==> config.mk <==
export PLATFORM = sky130hd
export DESIGN_NAME = cga_palette_dac
export DESIGN_NICKNAME = d
export VERILOG_FILES = /design/src/rtl/cga_palette_dac.sv
export SDC_FILE = /design/constraint.sdc
export NUM_CORES = 1
export LEC_CHECK = 0
export ABC_AREA = 1
export BUFFER_PORTS_ARGS = -buffer_cell sky130_fd_sc_hd__buf_2
export CAP_MARGIN = 20
export CORE_ASPECT_RATIO = 1.5
export CORE_MARGIN = 1
export CORE_UTILIZATION = 45
export CTS_BUF_LIST = sky130_fd_sc_hd__clkbuf_4
export CTS_CLUSTER_SIZE = 16
export DETAILED_ROUTE_END_ITERATION = 10
export HOLD_SLACK_MARGIN = 0.08
export PLACE_DENSITY_LB_ADDON = 0.2
export SLEW_MARGIN = 25
export SYNTH_ARGS = -nofsm -noshare
export SYNTH_HDL_FRONTEND = slang
export SYNTH_SLANG_ARGS = --single-unit
export TNS_END_PERCENT = 1
==> constraint.sdc <==
create_clock -name clk -period 13.39 [get_ports clk]
set_input_delay 3.3475 -clock clk [delete_from_list [all_inputs] [get_ports clk]]
set_output_delay 3.3475 -clock clk [all_outputs]
set_load 0.005 [all_outputs]
==> src/rtl/cga_palette_dac.sv <==
// rtl/cga_palette_dac.sv - IRGB to 6:6:6 RGB palette DAC with VGA-DAC-style host port
module cga_palette_dac (
    input  logic        clk,
    input  logic        reset,
    input  logic [3:0]  video,
    input  logic        blank,
    output logic [17:0] rgb,
    input  logic        wr_idx_stb,
    input  logic        rd_idx_stb,
    input  logic        data_wr_stb,
    input  logic        data_rd_stb,
    input  logic [5:0]  din,
    output logic [5:0]  dout
);

    localparam logic [1:0] PH_R = 2'd0;
    localparam logic [1:0] PH_G = 2'd1;
    localparam logic [1:0] PH_B = 2'd2;

    // Standard CGA colour for an irgb index; entry 6 is brown rather than dark yellow.
    function automatic logic [17:0] default_color(input logic [3:0] idx);
        logic [5:0] lo;
        logic [5:0] hi;
        logic [5:0] g;
        lo = idx[3] ? 6'd21 : 6'd0;
        hi = idx[3] ? 6'd63 : 6'd42;
        g  = idx[1] ? hi : lo;
        if (idx == 4'd6) begin
            g = 6'd21;
        end
        return {(idx[2] ? hi : lo), g, (idx[0] ? hi : lo)};
    endfunction

    logic [17:0] r_palette [16];
    logic [3:0]  r_widx;
    logic [1:0]  r_wph;
    logic [5:0]  r_tr;
    logic [5:0]  r_tg;
    logic [3:0]  r_ridx;
    logic [1:0]  r_rph;
    logic [5:0]  r_dout;
    logic [3:0]  r_video_d;
    logic        r_blank_d;
    logic [17:0] r_rgb;

    logic        w_wr_data;
    logic        w_rd_data;
    logic        w_commit;
    logic [17:0] w_rd_entry;

    // An index strobe takes precedence over a data strobe of the same direction.
    assign w_wr_data  = data_wr_stb && !wr_idx_stb;
    assign w_rd_data  = data_rd_stb && !rd_idx_stb;
    assign w_commit   = w_wr_data && (r_wph == PH_B);
    assign w_rd_entry = r_palette[r_ridx];

    // Palette storage: defaults on reset, whole-entry update only at the B commit.
    always_ff @(posedge clk or posedge reset) begin
        if (reset) begin
            for (int i = 0; i < 16; i++) begin
                r_palette[i] <= default_color(4'(i));
            end
        end else if (w_commit) begin
            r_palette[r_widx] <= {r_tr, r_tg, din};
        end
    end

    // Write sequencer: collect R and G in holding registers, advance index after B.
    always_ff @(posedge clk or posedge reset) begin
        if (reset) begin
            r_widx <= 4'd0;
            r_wph  <= PH_R;
            r_tr   <= 6'd0;
            r_tg   <= 6'd0;
        end else if (wr_idx_stb) begin
            r_widx <= din[3:0];
            r_wph  <= PH_R;
        end else if (w_wr_data) begin
            case (r_wph)
                PH_R: begin
                    r_tr  <= din;
                    r_wph <= PH_G;
                end
                PH_G: begin
                    r_tg  <= din;
                    r_wph <= PH_B;
                end
                default: begin
                    r_widx <= r_widx + 4'd1;
                    r_wph  <= PH_R;
                end
            endcase
        end
    end

    // Read sequencer: return one component per strobe, advance index after B.
    always_ff @(posedge clk or posedge reset) begin
        if (reset) begin
            r_ridx <= 4'd0;
            r_rph  <= PH_R;
            r_dout <= 6'd0;
        end else if (rd_idx_stb) begin
            r_ridx <= din[3:0];
            r_rph  <= PH_R;
        end else if (w_rd_data) begin
            case (r_rph)
                PH_G: begin
                    r_dout <= w_rd_entry[11:6];
                    r_rph  <= PH_B;
                end
                PH_B: begin
                    r_dout <= w_rd_entry[5:0];
                    r_rph  <= PH_R;
                    r_ridx <= r_ridx + 4'd1;
                end
                default: begin
                    r_dout <= w_rd_entry[17:12];
                    r_rph  <= PH_G;
                end
            endcase
        end
    end

    // Pixel path: register the pixel and blank, then look up and register the colour.
    always_ff @(posedge clk or posedge reset) begin
        if (reset) begin
            r_video_d <= 4'd0;
            r_blank_d <= 1'b1;
            r_rgb     <= 18'd0;
        end else begin
            r_video_d <= video;
            r_blank_d <= blank;
            r_rgb     <= r_blank_d ? 18'd0 : r_palette[r_video_d];
        end
    end

    assign rgb  = r_rgb;
    assign dout = r_dout;

endmodule
## Word-level counts from Yosys, hierarchy flattened

Index checks and enable logic that the tools add are counted.
W data, S select, Z words.

- Register bits: 341
- Input port bits: 17
- Word-level logic and storage cells: 81

- $add $sub $neg: 2
- $lt $le $gt $ge: 4
- Eq/ne operators: 5
- Mux-type cells: 23
- Bitwise logic cells: 5
- Reduce and logical (&&, ||, !) cells: 16

Operator list:

| kind | count |
|---|---|
| $bwmux W288 | 1 |
| $bmux W18 S4 | 2 |
| $mux W18 | 6 |
| $demux W18 S4 | 1 |
| $mux W4 | 6 |
| $ge A5 B5 Y1 const B | 3 |
| $not A4 Y5 | 3 |
| $pmux W6 S2 | 1 |
| $add A4 B1 Y4 const B | 2 |
| $mux W2 | 4 |
| $pmux W2 S2 | 2 |
| $reduce_and A2 Y1 | 3 |
| $reduce_and A3 Y1 | 2 |
| $reduce_bool A2 Y1 | 3 |
| $lt A5 B1 Y1 const B | 1 |
| $eq A2 B1 Y1 const B | 2 |
| $eq A2 B2 Y1 const B | 2 |
| $logic_and A1 B1 Y1 | 4 |
| $logic_not A1 Y1 | 2 |
| $logic_not A2 Y1 | 1 |
| $ne A2 B1 Y1 const B | 1 |
| $not A1 Y1 | 2 |
| $reduce_or A2 Y1 | 1 |

## Logic depth before layout (Yosys ltp)

Gate-level depths: netlist of run 1.

- Depth after elaboration: 6
- Mapped depth: 13
- Mapped depth without buffers: 11

## Least setup slack after synthesis of run 1

No wires, ideal clock.

- Kind: input to register
- Start: input wr_idx_stb
- End: register r_palette[150] (netlist bit)
- Library setup time: 0.135 ns
- Data arrival time: 4.519 ns
- Slack: 8.737 ns
- Stages on the path: 7
- Buffers on the path: 3
- Cell sequence: buf_6 -> nor3_4 -> buf_12 -> nand4_4 -> buf_2 -> nand2_1 -> o21ai_0

- Cells in the longest elaborated chain, start to end: 3

Ends and longest elaborated chain:

| item | RTL line | source |
|---|---|---|
| start: declaration | 8 | `input logic wr_idx_stb,` |
| $logic_not A1 Y1 | 52 | `assign w_wr_data = data_wr_stb && !wr_idx_stb;` |
| $logic_and A1 B1 Y1 | 52 |  |
| $logic_and A1 B1 Y1 | 54 | `assign w_commit = w_wr_data && (r_wph == PH_B);` |
| end signal: indexed assignment | 61 | `r_palette[i] <= default_color(4'(i));` |
| end signal: indexed assignment | 64 | `r_palette[r_widx] <= {r_tr, r_tg, din};` |
| end: declaration | 34 | `logic [17:0] r_palette [16];` |

Every way passes these cells.
A chain may end at the register's enable or synchronous reset.

## Final worst setup path of run 1

- Start: input wr_idx_stb
- End: register r_palette[58] (netlist bit)

The elaborated chain is that of the path after synthesis.

==> key figures, run 1 <==
Synth
  • Part of the Yosys area used for sequential elements: 47.12%
  • Post-synthesis mux area share: 0%
  • Yosys warnings: 0
  • Gate Count Post-Synth: 2464
  • Mapped cell area: 18490 µm²
  • Post-synthesis compound-gate area fraction: 18.46%
  • Simple-Gate Fraction of Synth Area: 24.06%
  • Yosys reg bits: ~340
  • Avg Cell Area, Syn: between 7 and 8 µm²
  • Syn_nets: 2488
  • Area share of fa/ha/maj cells after synthesis: 0.4736%
  • Largest family of logic cells by synthesized area: simple AND/OR/NAND/NOR gates
  • Synth unique cells: 31
  • XOR/XNOR share of the synthesized area: 0.1421%

GRT
  • GR Overflow Total: 0
  • Initial antenna violation count: 2
  • Largest net degree at the start of global routing: ~180
  • Vias in the first global route: 16620
  • First-pass GRT wire length: 94370 µm
  • GRT Resource Usage Total: 29.48%

STA
  • Fin. max-slew vios: 0
  • Setup ws final: 8.568 ns
  • Fmax achieved: 0.2074 GHz
  • Period minus WS final: 4.822 ns
  • Period utilisation layout: 36.01%
  • Least-Margin Pin Slew: 1.093 ns
  • Post-route clock skew: 0.02436 ns
  • Setup TNS: 0 ns
  • Setup violations, final: 0
  • Worst rel slew slack: 27.10%
  • Fin Hold WS: 0.4793 ns
  • Hold Fails Final Rpt: 0
  • Unrepaired setup endpoints after global routing: false

Setup path
  • Family with the most delay on the worst path: simple AND/OR/NAND/NOR gates
  • CP endpoint kind: flip-flop
  • WP depth: 5
  • CP arrival: 5.50 ns
  • CP max stage cell: nand4_2
  • CP required: 14.06 ns
  • Crit Path Class: in2reg
  • CP Cell Sequence: buf_2, nor3_4, buf_4, nand4_2, o21ai_0
  • Worst setup startpoint: wr_idx_stb
  • CP max stage delay: 0.89 ns
  • Reg2reg path depth: 7
  • Reg2Reg Launch Point: r_video_d[1]
  • Critical Path Fanout Max: 36
  • Crit path buf inv count: 2
  • Worst setup SP type: input pin

Placed design
  • Final Wtd Congestion: 0.8288
  • PortBufs: 40
  • Setup WS pre-CTS: 7.482 ns
  • Hpwl dp: ~34000 µm

Route
  • Drt first-iter violations: 1605
  • Antenna-violating nets left: 0
  • Post-detailed-routing wire length: 60150 µm
  • Via/cell ratio: 5.673
  • First-pass detailed-route iteration total: 6
  • DRC viols: 0
  • WL per Instance: 20.00 µm
  • Vias post-DR: 17060

Power
  • Reg power frac: between 40% and 50%
  • Combinational Power Share: 16.7%
  • Power Density: 125.3 nW/µm²
  • Sw Share: 31.92%
  • Sw power: 0.0007935 W
  • Clk pwr share: between 30 and 40%
  • Pleak: between 8 and 9 nW
  • Maximum vdd ir drop: ~54 µV
  • Internal: 0.001692 W

Floorplan
  • CORE AREA: 40430 µm²
  • Die area: 41930 µm²
  • Standard-cell rows: 90
  • Die Wd: 167.5 µm
  • Die Ht: 250.3 µm
  • Starting Density: 45.75%
  • Ports: 41

Run status
  • Status: complete, no violations

Min path
  • Min-Delay Path Depth: 2
  • Hold crit path type: reg2reg
  • Worst Hold Launch: dout[5]

Clock tree
  • Clock-pin transition on the worst setup and hold timing paths: 0.06 ns
  • Post-CTS sizing: 0
  • H-Tree Depth: 3
  • Max Root-Sink Buffers: 3
  • CTS tree: done
  • Post-CTS setup buffer count: 0
  • CTS root buf: clkbuf_4
  • Hold buffers post-CTS: 0
  • Worst skew pair latency: about 0.80 ns
  • CTS Buf Count: 87
  • Clk sinks: approximately 340

Layout
  • Area delta synth->final: 7.239%
  • Final nets: 2449
  • Fraction of layout cells with a size suffix above 1: approximately 16%

Job
  • Max-Cap Viols: 0
[cell usage after synthesis]
| cell type | instances | area share, % |
|---|---|---|
| nand2_1 | 628 | 13 |
| o21ai_0 | 433 | 12 |
| nand3_1 | 290 | 7.8 |
| inv_1 | 230 | 4.7 |
| dfrtp_1 | 196 | 27 |
| a21oi_1 | 154 | 4.2 |
| dfstp_2 | 145 | 21 |
| clkbuf_1 | 112 | 2.3 |
| nor2_1 | 76 | 1.5 |
| o21ai_1 | 43 | 1.2 |
| buf_2 | 32 | 0.87 |
| buf_1 | 27 | 0.55 |
| o211ai_1 | 23 | 0.93 |
| buf_6 | 17 | 1.0 |
| nand4_4 | 10 | 1.2 |
| ha_1 | 7 | 0.47 |
| o221ai_1 | 7 | 0.33 |
| nand4_2 | 6 | 0.41 |
| inv_2 | 5 | 0.10 |
| or2_2 | 5 | 0.17 |
| clkinv_1 | 3 | 0.061 |
| nor3_1 | 3 | 0.081 |
| buf_4 | 2 | 0.081 |
| o22ai_1 | 2 | 0.068 |
| xor2_1 | 2 | 0.095 |
| a211oi_1 | 1 | 0.041 |
| a31oi_1 | 1 | 0.034 |
| buf_12 | 1 | 0.11 |
| nand4_1 | 1 | 0.034 |
| nor3_4 | 1 | 0.088 |
| xnor2_1 | 1 | 0.047 |
[layout make-up]
class / instances / area (µm²)
Antenna cell: 3 / 7.507
Clock buffer: 145 / 1089
Clock inverter: 17 / 66.31
Fill cell: 4005 / 20590
Inverter: 238 / 902.1
Multi-Input combinational cell: 1694 / 8004
Sequential cell: 341 / 8726
Tap cell: 506 / 633.1
Timing Repair Buffer: 63 / 405.4
[per-layer routing]
layer / GRT usage [%] / wire length, µm
met1: 35.75 / 24020
met2: 50.31 / 29300
met3: 4.329 / 3681
met4: 15.96 / 3148
met5: 0 / 0
[logic make-up (layout without fill, tap and decap cells)]
| family | count (synthesis) | after routing |
|---|---|---|
| AOI/OAI and AO/OA | 664 | 664 |
| xor gates and xnor gates | 3 | 3 |
| adders and majority gates | 7 | 7 |
| buffers and inverters | 429 | 463 |
| DFF | 341 | 341 |
| other | 0 | 3 |
| and+or+nand+nor | 1020 | 1020 |
[through the flow]
step / util (%) / cell area (µm²) / instances / power (W)
3_3_place_gp: 46.05 / 18620 / 2841 / 0.001554
4_1_cts: 48.93 / 19780 / 3003 / 0.002504
2_1_floorplan: - / 18490 / 2464 / 0.001425
6_report: 49.06 / 19830 / 3007 / 0.002485
3_5_place_dp: 46.07 / 18630 / 2841 / 0.001564
5_1_grt: 49.06 / 19830 / 3007 / 0.002613
[power by group through the flow]
stage,logic (W),registers [W],clock network (W)
2_1_floorplan,0.000289,0.00114,0
3_3_place_gp,0.000403,0.00115,0
3_5_place_dp,0.000411,0.00115,0
4_1_cts,0.000412,0.00114,0.000956
5_1_grt,0.000460,0.00114,0.00101
6_report,0.000415,0.00114,0.000933
[registers in the layout, summed over array words and instances (netlist names)]
register / cells
r_palette: 288
rgb: 18
dout: 6
r_tg: 6
r_tr: 6
r_ridx: 4
r_video_d: 4
r_widx: 4
r_rph: 2
r_wph: 2
r_blank_d: 1
[path summary, 6_finish.rpt]
check / to / slack [ns]
min in group asynchronous: rgb[13] / 2.67
hold reg to reg: dout[5] / 0.48
max in group asynchronous: r_palette[258] / 8.83
setup reg to reg: rgb[0] / 10.02
hold / removal: dout[5] / 0.48
setup / recovery: r_palette[58] / 8.57
[layout by cell type (no fill, tap or decap)]
cell type / synthesis / routed
a211oi_1: 1 / 1
a21oi_1: 154 / 154
a31oi_1: 1 / 1
buf_12: 1 / 1
buf_16: 0 / 1
buf_2: 32 / 40
buf_4: 2 / 21
clkbuf_4: 0 / 145
clkinv_1: 3 / 15
clkinv_2: 0 / 3
dfrtp_1: 196 / 191
dfrtp_2: 0 / 3
dfrtp_4: 0 / 2
dfstp_2: 145 / 145
diode_2: 0 / 3
ha_1: 7 / 7
inv_1: 230 / 228
inv_2: 5 / 8
inv_8: 0 / 1
nand2_1: 628 / 628
nand3_1: 290 / 290
nand4_1: 1 / 1
nand4_2: 6 / 3
nand4_4: 10 / 13
nor2_1: 76 / 76
nor3_1: 3 / 3
nor3_4: 1 / 1
o211ai_1: 23 / 23
o21ai_0: 433 / 433
o21ai_1: 43 / 43
o221ai_1: 7 / 7
o22ai_1: 2 / 2
or2_2: 5 / 5
xnor2_1: 1 / 1
xor2_1: 2 / 2
[worst min-delay path, delay by kind of cell (launching register included)]
family,cells,cell delay (ns)
and+or+nand+nor,2,0.11
DFF,1,0.34
Note: power is estimated with default switching activity, not from simulation.
==> run 2, diff against run 1 <==
==> constraint.sdc (replaced) <==
create_clock -name clk -period 4.17 [get_ports clk]
set_input_delay 1.0425 -clock clk [delete_from_list [all_inputs] [get_ports clk]]
set_output_delay 1.0425 -clock clk [all_outputs]
set_load 0.005 [all_outputs]
==> run 2 against run 1 <==
Against the previous run:
- clock skew rose by 0.025 ns
- clock power rose to 3.2 times the previous value
- register-to-register slack got worse by 8.6 ns
- non-clock buffer count rose by 15
- via count rose by 0.35%
- global-route usage fell by 0.16 points
- combinational power rose to 3.2 times the previous value
- largest power group unchanged
==> key figures, run 2 (synthesized netlist as in run 1, its figures left out) <==
STA
  • Period minus WS final: 2.767 ns
  • Fmax achieved: 0.3614 GHz
  • Hold Fails Final Rpt: 0 (unchanged)
  • Setup ws final: 1.403 ns (-7.165 ns)
  • Setup violations, final: 0 (unchanged)
  • Worst rel slew slack: 25.31% (-1.8 points)
  • Fin. max-slew vios: 0 (unchanged)
  • Unrepaired setup endpoints after global routing: false
  • Least-Margin Pin Slew: 1.113 ns (+0.01992 ns)
  • Post-route clock skew: 0.04950 ns (+0.02513 ns)
  • Setup TNS: 0 ns (unchanged)
  • Period utilisation layout: 66.35%

Setup path
  • CP arrival: 3.42 ns (-2.08 ns)
  • CP endpoint kind: flip-flop
  • Reg-to-reg endpoint: rgb[5]
  • Worst setup startpoint: r_video_d[1]
  • R2R setup slack: 1.40 ns (-8.62 ns)
  • Reg2Reg Launch Point: r_video_d[1]
  • Worst setup SP type: flip-flop
  • Crit Path Class: reg2reg
  • Critical Path Fanout Max: 37 (+2.8%)
  • CP required: 4.82 ns (-9.24 ns)
  • Reg2reg path depth: 7 (unchanged)

Layout
  • Max reg flops: 288 (unchanged)
  • Commonest non-fill, non-tap cells in the layout: nand2_1, o21ai_0, nand3_1
  • Fraction of layout cells with a size suffix above 1: 16.16% (+0.46 points)
  • Most flop-heavy register: r_palette
  • Cell area after layout: 19970 µm² (+0.71%)
  • Area delta synth->final: 7.997%
  • Final nets: 2465 (+0.65%)
  • Commonest non-fill, non-tap cell in the layout: nand2_1

Route
  • First-pass detailed-route iteration total: 5 (-1)
  • WL per Instance: 19.80 µm (-1.0%)
  • Via/cell ratio: 5.663 (-0.18%)
  • Post-detailed-routing wire length: 59840 µm (-0.51%)
  • Antenna-violating nets left: 0 (unchanged)
  • Vias post-DR: 17120 (+0.35%)
  • DRC viols: 0 (unchanged)
  • Drt first-iter violations: 1595 (-0.62%)

Run status
  • Status: complete, no violations

Power
  • Power Total: 0.007988 W (+220%)
  • Pleak: 8.428 nW (+0.89%)
  • Maximum vdd ir drop: 192.2 µV (+260%)
  • Power Density: 400.0 nW/µm² (+220%)

Min path
  • Worst Hold Launch: video[0]
  • Min-Delay Path Depth: 1 (-1)
  • Hold crit path type: in2reg
  • Hold Crit Endpoint: r_video_d[0]

Job
  • Max-Cap Viols: 0 (unchanged)

Clock tree
  • Clock-pin transition on the worst setup and hold timing paths: 0.07 ns (about the same)
  • Post-CTS sizing: 0 (unchanged)
  • Max Root-Sink Buffers: 3 (unchanged)
  • Post-CTS setup buffer count: 0 (unchanged)
  • CTS tree: done
  • Clk sinks: 341 (unchanged)
  • CTS Buf Count: 88 (+1.1%)
  • Worst skew pair latency: 0.82 ns (+0.02 ns)
  • CTS root buf: clkbuf_4
  • Hold buffers post-CTS: 0 (unchanged)
  • H-Tree Depth: 3 (unchanged)

Floorplan
  • Die Wd: 167.5 µm (unchanged)
  • Die area: 41930 µm² (unchanged)
  • Standard-cell rows: 90 (unchanged)
  • Ports: 41 (unchanged)
  • Starting Density: 45.75% (unchanged)
  • CORE AREA: 40430 µm² (unchanged)
  • Die Ht: 250.3 µm (unchanged)

GRT
  • Initial antenna violation count: 3 (+1)
  • First-pass GRT wire length: 94080 µm (-0.31%)
  • GRT Resource Usage Total: 29.31% (-0.16 points)
  • Largest net degree at the start of global routing: 169 (-3.4%)
  • Vias in the first global route: 16590 (-0.17%)
  • GR Overflow Total: 0 (unchanged)

Placed design
  • Final Wtd Congestion: 0.8240 (-0.58%)
  • Hpwl dp: 34890 µm (+3.3%)
  • DP Area: 18810 µm² (+0.98%)
  • PortBufs: 40 (unchanged)
  • Setup WS pre-CTS: 0.9678 ns (-6.515 ns)
[run 2: area by class of cell]
| cell class | instances | area [µm²] |
|---|---|---|
| clock buffers | 145 | 1089 |
| flip-flops and latches | 341 | 8726 |
| diodes | 4 | 10.01 |
| well taps | 506 | 633.1 |
| fillers | 4053 | 20450 |
| repair buffers | 78 | 573.1 |
| clock inverters | 17 | 66.31 |
| multi-input cells | 1694 | 7978 |
| inverters | 238 | 898.4 |
[run 2: worst max-delay path by stage]
stage               cells past startpoint  slack (ns)             end
floorplan                               1       -1.31         dout[0]
global placement                        6        1.09  r_palette[237]
detailed placement                      5        0.97   r_palette[94]
CTS                                     7        1.40          rgb[5]
global route                            7        1.29          rgb[5]
finish                                  7        1.40          rgb[5]
[run 2: metal layers]
metal / up-vias / track usage, % / share of wire [%]
met2: 682 / 48.49 / 48
met1: 8147 / 35.68 / 40
li1: 8098 / - / -
met5: - / 0 / 0.022
met3: 189 / 5.214 / 6.9
met4: 2 / 17.46 / 5.4
[run 2: stage by stage]
step	std cells	utilization (%)	hold slack, ns
after floorplan	2464	-	0.4530
after global placement	2857	46.52	0.4633
after detailed placement	2857	46.52	0.4612
after CTS	3019	49.38	0.2824
after global routing	3023	49.41	0.2848
final	3023	49.41	0.3278
[run 2: report_power, final]
group          switching [W]  leakage [nW]  internal [W]
clock                0.00144         0.704       0.00156
combinational       0.000963          3.57      0.000361
sequential          0.000146          4.15       0.00352
total                0.00255          8.43       0.00544
[run 2: critical path, cell delays in order, from the launching register on]
cell and delay (ns):
dfrtp_2 0.77, inv_2 0.56, buf_12 0.37, a21oi_1 0.13, o21ai_0 0.10, nand3_1 0.11
nand3_1 0.12, a21oi_1 0.42
==> run 3, diff against run 2 <==
--- a/config.mk
+++ b/config.mk
@@ -5,7 +5,7 @@
 export SDC_FILE = /design/constraint.sdc
 export NUM_CORES = 1
 export LEC_CHECK = 0
-export ABC_AREA = 1
+export ABC_AREA = 0
 export BUFFER_PORTS_ARGS = -buffer_cell sky130_fd_sc_hd__buf_2
 export CAP_MARGIN = 20
 export CORE_ASPECT_RATIO = 1.5
==> constraint.sdc (replaced) <==
create_clock -name clk -period 2.9 [get_ports clk]
set_input_delay 0.725 -clock clk [delete_from_list [all_inputs] [get_ports clk]]
set_output_delay 0.725 -clock clk [all_outputs]
set_load 0.005 [all_outputs]
==> run 3 against run 2 <==
Against the previous run:
- maximum frequency grew 14%
- largest power group unchanged
- clock-buffer cell count is 3 lower
- synthesized area decreased by 3.0%
- register-to-register slack worse by 0.93 ns
- utilization increased by 1.9 points
- critical endpoint is now dout[0]
==> key figures, run 3 <==
Run status
  • Status: complete, no violations

GRT
  • Met2 usage: 44.61% (-3.9 points)
  • Busiest grt layer: met2
  • Met3 global-route usage: 4.781% (-0.43 points)
  • Initial antenna violation count: 2 (-1)
  • Largest net degree at the start of global routing: 64 (-62%)
  • Vias in the first global route: 11680 (-30%)
  • M1 GR Usage: 31.27% (-4.4 points)
  • First-pass GRT wire length: 75220 µm (-20%)
  • GRT Resource Usage Total: 25.89% (-3.4 points)
  • GR Overflow Total: 0 (unchanged)

Setup path
  • Reg-to-reg endpoint: dout[0]
  • Crit Path Class: reg2reg
  • CP required: 3.53 ns (-1.29 ns)
  • CP endpoint kind: flip-flop
  • CP arrival: 3.05 ns (-0.37 ns)
  • Family with the most delay on the worst path: compound AO/OA/AOI/OAI gates
  • CP max stage delay: 0.50 ns (-0.27 ns)
  • CP max stage cell: dfrtp_2
  • CP Cell Sequence: buf_12, buf_4, nand2b_1, o22ai_1, nor2_1, o32ai_1, a31oi_1
  • R2R setup slack: 0.47 ns (-0.93 ns)
  • Reg2reg path depth: 7 (unchanged)
  • Crit path buf inv count: 2 (unchanged)
  • Worst setup SP type: flip-flop
  • Critical Path Fanout Max: 11 (-70%)
  • Reg2Reg Launch Point: r_ridx[2]

STA
  • Post-route clock skew: 0.04142 ns (-0.008077 ns)
  • Worst rel slew slack: 45.22% (+20 points)
  • Fmax achieved: 0.4115 GHz (+14%)
  • Fin. max-slew vios: 0 (unchanged)
  • Period utilisation layout: 83.79% (+17 points)
  • Period minus WS final: 2.430 ns (-0.3370 ns)
  • Unrepaired setup endpoints after global routing: false
  • Hold Fails Final Rpt: 0 (unchanged)
  • Setup violations, final: 0 (unchanged)
  • Least-Margin Pin Slew: 0.8200 ns (-0.2934 ns)

Power
  • Power Density: 554.8 nW/µm² (+39%)
  • Maximum vdd ir drop: 275.1 µV (+43%)
  • Pleak: 9.099 nW (+8.0%)

Layout
  • Area delta synth->final: 12.37%
  • Fraction of layout cells with a size suffix above 1: 68.38% (+52 points)
  • Fill cells: 3362 (-17%)
  • Footprint of the multi-input gates: 8611 µm² (+7.9%)
  • Final cell count without fillers: 1802 (-40%)
  • Register Area: 8732 µm² (about the same)
  • Max reg flops: 288 (unchanged)
  • Most flop-heavy register: r_palette
  • Commonest non-fill, non-tap cell in the layout: mux2_2
  • Final nets: 1248 (-49%)
  • Commonest non-fill, non-tap cells in the layout: mux2_2, dfrtp_1, mux4_2
  • Final core occ: 51.27% (+1.9 points)
  • Cell area after layout: 20150 µm² (+0.90%)

Synth
  • Avg Cell Area, Syn: 16.03 µm² (+110%)
  • Part of the Yosys area used for sequential elements: 48.59% (+1.5 points)
  • EDFF count, synth: 0 (unchanged)
  • Synth unique cells: 39 (+26%)
  • Post-synthesis cell type with the largest combined area: dfrtp_1
  • Gate Count Post-Synth: 1119 (-55%)
  • Post-synth top area share: 27.35% (+0.83 points)
  • Yosys reg bits: 341 (unchanged)
  • Syn_nets: 1143 (-54%)
  • Yosys warnings: 0 (unchanged)
  • Top post-synthesis cells by area: dfrtp_1, dfstp_2, mux4_2, mux2_2, mux2_4
  • Top_reg_cell synth: dfrtp_1
  • Most common cell in the netlist: mux2_2
  • Top post-synthesis cells by count: mux2_2, dfrtp_1, mux4_2, dfstp_2, mux2_4
  • Fraction of registers with async set/reset: 100.0% (unchanged)
  • Mapped cell area: 17930 µm² (-3.0%)

Route
  • WL per Instance: 27.37 µm (+38%)
  • Via/cell ratio: 5.931 (+4.7%)
  • Post-detailed-routing wire length: 49320 µm (-18%)
  • Drt first-iter violations: 502 (-69%)
  • Antenna-violating nets left: 0 (unchanged)
  • Vias post-DR: 10690 (-38%)
  • DRC viols: 0 (unchanged)
  • First-pass detailed-route iteration total: 5 (unchanged)

Placed design
  • PortBufs: 40 (unchanged)
  • DP Area: 18860 µm² (+0.30%)
  • Final Wtd Congestion: 0.8233 (about the same)
  • # placed instances: 1627 (-43%)
  • Hpwl dp: 31150 µm (-11%)

Min path
  • Min-Delay Path Depth: 2 (+1)
  • Worst Hold Launch: wr_idx_stb
  • Hold crit path type: in2reg
  • Hold Crit Endpoint: r_wph[1]

Floorplan
  • Die Ht: 246.5 µm (-1.5%)
  • Die Wd: 165.0 µm (-1.5%)
  • Ports: 41 (unchanged)
  • Die area: 40670 µm² (-3.0%)
  • Standard-cell rows: 89 (-1.1%)
  • Starting Density: 45.62% (-0.13 points)
  • CORE AREA: 39310 µm² (-2.8%)

Clock tree
  • Max Root-Sink Buffers: 3 (unchanged)
  • H-Tree Depth: 3 (unchanged)
  • Clk sinks: 341 (unchanged)
  • Clock-pin transition on the worst setup and hold timing paths: 0.07 ns (about the same)
  • CTS root buf: clkbuf_4
  • Worst skew pair latency: 0.78 ns (-0.04 ns)
  • CTS Buf Count: 89 (+1.1%)
  • CTS tree: done

Job
  • Max-Cap Viols: 0 (unchanged)
[run 3: cell families (layout without fill, tap and decap cells)]
| family | count (synthesis) | after routing | synth area share, % |
|---|---|---|---|
| buffers and inverters | 100 | 281 | 3.391 |
| AOI/OAI and AO/OA | 52 | 52 | 1.898 |
| and+or+nand+nor | 111 | 111 | 3.942 |
| other | 0 | 2 | 0 |
| adders and majority gates | 7 | 7 | 0.4884 |
| muxes | 502 | 502 | 41.39 |
| xor gates and xnor gates | 6 | 6 | 0.2930 |
| DFF | 341 | 341 | 48.59 |
[run 3: layout make-up]
type,count,area share [%]
Clock buffer,142,5.290
Tap cell,500,3.104
Inverter,5,0.1118
Antenna cell,2,0.02484
Clock inverter,25,0.7761
Timing Repair Buffer,109,4.632
Sequential cell,341,43.33
Multi-Input combinational cell,678,42.73
[run 3: metal layers]
metal  vias to the layer above  routed length, µm
met4                         0               1747
met3                       101               2174
li1                       4553                  -
met5                         -                  0
met1                      5740              19400
met2                       293              25990
[run 3: how the worst max path moves through the flow]
stage	from	end	slack, ns	depth (start not counted)
after CTS	r_ridx[2]	dout[0]	0.47	7
after floorplan	reset	dout[0]	-2.27	1
after global routing	r_ridx[0]	dout[4]	0.33	8
final	r_ridx[2]	dout[0]	0.47	7
after global placement	wr_idx_stb	r_palette[261]	0.30	6
after detailed placement	wr_idx_stb	r_palette[287]	0.24	6
[run 3: through the flow]
step | TNS [ns] | hold slack [ns] | setup WS, ns | total power, W
CTS | 0 | 0.1370 | 0.4719 | 0.01135
detailed placement | 0 | 0.5098 | 0.2380 | 0.006788
global route | 0 | 0.1765 | 0.3310 | 0.01173
floorplan | -598.49 | 0.4771 | -2.267 | 0.006271
finish | 0 | 0.2301 | 0.4701 | 0.01118
global placement | 0 | 0.4998 | 0.2968 | 0.006766
[run 3: what timing repair did]
action / in CTS / in global routing
hold endpoints to repair: 16 / 0
resized for setup: 0 / 0
hold buffers: 6 / 0
setup buffers: 0 / 0
[run 3: power by group]
part	total, W	switching (W)	internal [W]	leakage, nW
Sequential	0.00548	0.000434	0.00505	4.15
Combinational	0.00122	0.000590	0.000628	4.21
Clock	0.00448	0.00208	0.00240	0.733
Total	0.0112	0.00310	0.00808	9.10
